### config.mk
export PLATFORM = sky130hd
export DESIGN_NAME = soc_system_adc_cmd_out
export DESIGN_NICKNAME = d
export VERILOG_FILES = /design/src/rtl/soc_system_adc_cmd_out.sv
export SDC_FILE = /design/constraint.sdc
export NUM_CORES = 1
export LEC_CHECK = 0
export ABC_AREA = 1
export BUFFER_PORTS_ARGS = -buffer_cell sky130_fd_sc_hd__buf_2
export CELL_PAD_IN_SITES_DETAIL_PLACEMENT = 0
export CELL_PAD_IN_SITES_GLOBAL_PLACEMENT = 1
export CORE_MARGIN = 1
export CORE_UTILIZATION = 42
export DETAILED_ROUTE_END_ITERATION = 6
export PLACE_DENSITY_LB_ADDON = 0.1
export SKIP_CTS_REPAIR_TIMING = 1
export SKIP_LAST_GASP = 1
export SYNTH_ARGS = -nofsm -noshare
export SYNTH_HDL_FRONTEND = slang
export SYNTH_SLANG_ARGS = --single-unit
### constraint.sdc
create_clock -name clk -period 4.7 [get_ports clk]
set_input_delay 1.41 -clock clk [delete_from_list [all_inputs] [get_ports clk]]
set_output_delay 1.41 -clock clk [all_outputs]
set_load 0.005 [all_outputs]
### src/rtl/soc_system_adc_cmd_out.sv
// Avalon-MM write-side command PIO: host writes go into a small FIFO that
// drains onto a valid/ready stream toward the ADC controller.
module soc_system_adc_cmd_out #(
  parameter int DATA_W = 12,
  parameter int DEPTH  = 4,
  parameter int CNT_W  = 3
) (
  input  logic              clk,
  input  logic              reset_n,
  input  logic [1:0]        address,
  input  logic              write_n,
  input  logic [31:0]       writedata,
  input  logic              chipselect,
  output logic [31:0]       readdata,
  output logic [DATA_W-1:0] out_data,
  output logic              out_valid,
  input  logic              out_ready,
  output logic              irq
);

  localparam int PTR_W = $clog2(DEPTH);

  // Stream handshake: a word transfers on any rising edge where out_valid and
  // out_ready are both high; out_data holds steady while valid waits on ready.

  logic [DATA_W-1:0] mem [DEPTH];
  logic [PTR_W-1:0]  wr_ptr;
  logic [PTR_W-1:0]  rd_ptr;
  logic [CNT_W-1:0]  count;
  logic              overflow;
  logic              irq_en;

  logic        wr;
  logic        push_req;
  logic        ctrl_wr;
  logic        flush;
  logic        pop;
  logic        full;
  logic        empty;
  logic        push_ok;
  logic        drop;
  logic [31:0] status_word;
  logic [31:0] rd_mux;

  assign wr       = chipselect & ~write_n;
  assign push_req = wr && (address == 2'd0);
  assign ctrl_wr  = wr && (address == 2'd2);
  assign flush    = ctrl_wr && writedata[2];
  assign full     = (count == CNT_W'(DEPTH));
  assign empty    = (count == '0);
  assign out_valid = ~empty;
  assign out_data  = mem[rd_ptr];
  assign pop      = out_valid & out_ready;
  // A pop on the same edge frees the slot, so a push into a full FIFO is kept.
  assign push_ok  = push_req && (!full || pop);
  assign drop     = push_req && full && !pop;

  always_comb begin
    status_word = '0;
    status_word[CNT_W-1:0] = count;
    status_word[8]  = empty;
    status_word[9]  = full;
    status_word[10] = overflow;
    status_word[11] = irq_en;
  end

  always_comb begin
    rd_mux = '0;
    if (chipselect) begin
      case (address)
        2'd1:    rd_mux = status_word;
        2'd2:    rd_mux = {30'd0, irq_en, 1'b0};
        default: rd_mux = '0;
      endcase
    end
  end

  always_ff @(posedge clk or negedge reset_n) begin
    if (!reset_n) begin
      for (int i = 0; i < DEPTH; i++) mem[i] <= '0;
      wr_ptr   <= '0;
      rd_ptr   <= '0;
      count    <= '0;
      overflow <= 1'b0;
      irq_en   <= 1'b0;
      irq      <= 1'b0;
      readdata <= '0;
    end else begin
      readdata <= rd_mux;
      irq      <= overflow & irq_en;
      if (flush) begin
        wr_ptr <= '0;
        rd_ptr <= '0;
        count  <= '0;
      end else begin
        if (push_ok) begin
          mem[wr_ptr] <= writedata[DATA_W-1:0];
          wr_ptr      <= wr_ptr + PTR_W'(1);
        end
        if (pop) rd_ptr <= rd_ptr + PTR_W'(1);
        if (push_ok && !pop)      count <= count + CNT_W'(1);
        else if (pop && !push_ok) count <= count - CNT_W'(1);
      end
      // Set takes priority over a write-1-to-clear on the same edge.
      if (drop)                         overflow <= 1'b1;
      else if (ctrl_wr && writedata[0]) overflow <= 1'b0;
      if (ctrl_wr) irq_en <= writedata[1];
    end
  end

endmodule
Word-level counts from Yosys, hierarchy flattened
Cells that the tools add are included.

storage, ports and cells
  output and inout bits = 46
  bits of input ports = 39
  flip-flop bits (word level) = 90
  word-level logic and storage cells = 67

operators by class
  multiplexer cells = 17
  reductions and logical operators = 21
  bitwise logic cells = 8
  equality and inequality tests = 3
  $lt $le $gt $ge = 3
  add/subtract/negate cells = 4

operators by type and width
  cell                                                                  number
  48-bit bitwise mux                                                    1
  12-bit 2-to-1 mux                                                     4
  12-bit binary-select mux with 2-bit select                            1
  12-bit demux with 2-bit select                                        1
  12-bit case mux with 2 select lines                                   1
  1-bit logical AND                                                     10
  3-bit 2-to-1 mux                                                      3
  2-bit 2-to-1 mux                                                      4
  3-bit greater-or-equal comparator, second input constant              2
  2-bit NOT with 3-bit output                                           2
  2-bit nonzero test                                                    3
  2-bit by 1-bit adder with 2-bit output, second input constant         2
  3-bit by 1-bit adder with 3-bit output, second input constant         1
  1-bit AND                                                             3
  3-bit == test, second input constant                                  1
  1-bit logical NOT                                                     3
  3-bit logical NOT                                                     1
  3-bit by 1-bit < comparator with 1-bit output, second input constant  1
  1-bit NOT                                                             3
  3-bit nonzero test                                                    1
  3-bit by 1-bit subtractor with 3-bit output, second input constant    1
  2-bit by 1-bit == test with 1-bit output, second input constant       1
  2-bit == test, second input constant                                  1
  2-bit logical NOT                                                     1
  3 further kinds                                                       4

Logic depth before layout (Yosys ltp)
  depth in word-level cells = 10
  gate-level depth with buffers = 11
  gate-level depth less buffers = 11

Worst setup path before layout
OpenSTA, ideal clock, no wires.

  path kind = in2reg
  from = input port address[0]
  to = register count[2]
  setup time = 118 ps
  setup slack = 2,003 ps
  data required time = 4,582 ps
  path buffers = 0
  cell stages on the path = 11
  arrival time = 2,579 ps
  cell sequence = inv_1 -> ha_1 -> nand3_2 -> clkinv_2 -> nand3_1 -> inv_1 -> fa_1 -> inv_1 -> nand2_1 -> nand3_1 -> nand2_1

between the ends
  word-level cells in the longest chain between the ends = 6
  elaborated cells between the ends (all ways) = 12

RTL lines
  element                                                        line      source
  start: declaration                                             10        input logic [1:0] address,
  2-bit logical NOT                                              46        assign push_req = wr && (address == 2'd0);
  1-bit logical AND                                              46
  1-bit logical AND                                              55        assign push_ok = push_req && (!full || pop);
  1-bit logical AND / 1-bit logical NOT (equally long branches)  101, 102
  3-bit 2-to-1 mux / 1-bit logical AND (equally long branches)   101, 102
  3-bit 2-to-1 mux / 3-bit nonzero test (equally long branches)  --
  end signal: assignment                                         101       if (push_ok && !pop) count <= count + CNT_W'(1);
  end signal: assignment                                         102       else if (pop && !push_ok) count <= count - CNT_W'(1);
  end: declaration                                               29        logic [CNT_W-1:0] count;

Several ways; a longest one is shown, not always the timed one.
A chain may end at the register's enable or synchronous reset.

Final worst setup path
  from = register rd_ptr[1]
  to = output port out_data[1]

between the ends
  word-level cells in the longest chain between the ends = 4

RTL lines
  element                                                line  source
  start: declaration                                     28    logic [PTR_W-1:0] rd_ptr;
  start signal: assignment                               100   if (pop) rd_ptr <= rd_ptr + PTR_W'(1);
  2-bit NOT with 3-bit output (not written as such)      52    assign out_data = mem[rd_ptr];
  12-bit binary-select mux with 2-bit select             52
  12-bit 2-to-1 mux (not written as such) (2 in series)  52
  end: declaration                                       15    output logic [DATA_W-1:0] out_data,

No other way between the ends. The select of a mux whose other input is x is not followed.

==> reports/metrics.csv <==
metric,value,unit
Max Cap Viol,0,
Final Hold Fails,0,
Via density,4.74,
Detail Route Antenna Nets,0,
number of diodes,0,
Synth Area in Compound Gates,0.171,
"EDFF count, synth",0,
Seq pwr share,0.434,
Min-Delay Path Class,reg -> reg,
initial core utilization,0.438,
mux cell area share after synthesis,0,
period utilization,0.712,
Comb power frac,0.352,
crit path DAT,1.94,ns
I/O Buffers,39,
Critical Path Fanout Max,14,
final setup margin,1.35,ns
full die area,8000,sq um
WP buf/inv,2,
CTS Buf Count,9,
Max Slew Vio Count,0,
Netlist cell types,26,
Leak Pwr,1.88,nW
Max-Slew Margin vs Limit,0.454,
dpl ws,1.72,ns
worst IR drop on VDD,0.000209,V
grt ovf,0,
WS Path Type,reg -> out,
initial antenna violation count,0,
number of remaining DRC errors,0,
worst stage delay on the critical path,0.55,ns
Tot GR Track Use,0.180,
IO Count,85,
DR WL/cell,13.3,um
Fill cells,751,
sw frac,0.365,
worst path cell trace,inv_1 > o21ai_0 > o22ai_1 > buf_2,
"flops & latches, synth",65,
Simple-Gate Fraction of Synth Area,0.156,
Worst Skew,0.00910,ns
post-synthesis xor/xnor area fraction,0,
Pre-Repair DR Iteration Count,4,
clock buffer depth,2,
most frequent cells in the layout,"nand2_1, dfrtp_1, buf_2",
Die H,89.5,um
f_max,299,MHz
final net count,438,
Vias,2348,
Internal,1.33,mW
H-tree levels,3,
CTS root buffer,clkbuf_8,
TNS Setup,0,ns
Die W,89.5,um
Min Hold Slack,0.478,ns
Core ar.,7330,sq um
Syn Area/Cell,9.05,sq um
"Clk pin slew, worst setup/hold paths",0.07,ns
status,completed,
Final setup viols,0,
main combinational cell family by area after synthesis,compound AO/OA/AOI/OAI gates,
Slew @ Worst Pin,0.819,ns
"Power, Total",2.10,mW
global-route wire length before repair,10.6,mm
vias in the first global route,2166,
utilization after layout,0.481,
Post-Route WL,6.58,mm
largest net degree at the start of global routing,36,
Worst Setup Start Kind,register,
Top delay family on crit path,buffers and inverters,
clock latency on the worst-skew pair,0.33,ns
power per cell area,596,nW/um^2
CTS Sinks,65,
layout overhead on the synthesized area,9.74,%
clock power share,0.214,
sequential share of the synthesized area,0.506,
HPWL Detailed,4.27,mm
share of post-route cells with drive strength above 1,0.192,
Main synth FF type,dfrtp_1,
gpl congestion,0.732,
adder-cell share of the synthesized area,0.0335,
CTS tree,built,
initial drt markers,142,
cell row count,31,
post-synthesis async set-or-reset flop share,1.00,
"Warnings, synthesis",0,
Syn Inst Count,355,
Sw Pwr,766,uW
Syn Std Cell Area,3210,sq um
WP data required,3.29,ns
min cycle time layout,3.35,ns
slowest CP cell,dfrtp_1,
Crit. End Element,output pin,
RSZ-0062 raised after global routing,no,
-- synthesized netlist by cell type, types with 4 or more instances --
library cell,instances,share of area
dfrtp_1,65,0.51
nand2_1,65,0.076
o21ai_1,38,0.059
nor2_1,31,0.036
o21ai_0,31,0.048
inv_1,30,0.035
buf_4,25,0.058
o22ai_1,13,0.025
o21ai_2,10,0.027
buf_6,8,0.028
ha_1,7,0.027
nand3_1,7,0.011
clkbuf_1,6,0.0070
nand2_4,4,0.014
-- power groups by stage --
stage,logic [mW],registers [mW],clock network [mW]
2_1_floorplan,0.558,0.876,0
3_3_place_gp,0.735,0.914,0
3_5_place_dp,0.748,0.922,0
4_1_cts,0.750,0.912,0.461
5_1_grt,0.854,0.943,0.482
6_report,0.740,0.912,0.448
-- worst min-delay path, stage by stage (launching register included) --
cell,delay (ns)
dfrtp_1,0.34
nand2_1,0.06
o21ai_2,0.05
-- cell type report --
cell class / count / area (sq um) / share of cell area
sequential: 65 / 1630 / 0.461
multi-input combinational: 242 / 1250 / 0.355
timing repair buffer: 41 / 210 / 0.0596
clock buffer: 14 / 183 / 0.0518
tap: 99 / 124 / 0.0351
inverter: 32 / 121 / 0.0344
clock inverter: 2 / 10.0 / 0.00284
-- per-layer routing --
layer  up-vias  GRT usage  share of wire
li1       1186          -              -
met1      1107      0.237           0.50
met2        45      0.289           0.46
met3        10     0.0323          0.029
met4         0     0.0866          0.018
met5         -          0              0
-- cell families (layout without fill, tap and decap cells) --
group / count (synthesis) / count (layout)
adder cells (fa/ha/maj): 8 / 8
other: 1 / 25
buffers and inverters: 72 / 89
AO/OA/AOI/OAI: 96 / 96
AND/OR/NAND/NOR: 113 / 113
flip-flops: 65 / 65
-- sequential cells by signal, indices dropped and copies added (netlist names) --
register and count:
irq 1, readdata 7, overflow 1, count 3, mem 48, wr_ptr 2
rd_ptr 2, irq_en 1
-- metrics by stage --
stage | instances | cell area, sq um
floorplan | 379 | 3300
global placement | 479 | 3330
detailed placement | 479 | 3330
CTS | 495 | 3530
global route | 495 | 3530
finish | 495 | 3530
-- path summary, 6_finish.rpt --
path | slack (ns) | to | startpoint | cells past startpoint
max in group asynchronous | 2.62 | mem[32] | reset_n | 2
min | 0.48 | mem[35] | mem[35] | 2
min in group asynchronous | 1.16 | mem[7] | reset_n | 1
max reg2reg | 3.00 | count[2] | count[1] | 9
max | 1.35 | out_data[1] | rd_ptr[1] | 4
min reg2reg | 0.48 | mem[35] | mem[35] | 2
Note: power is estimated with default switching activity, not from simulation.
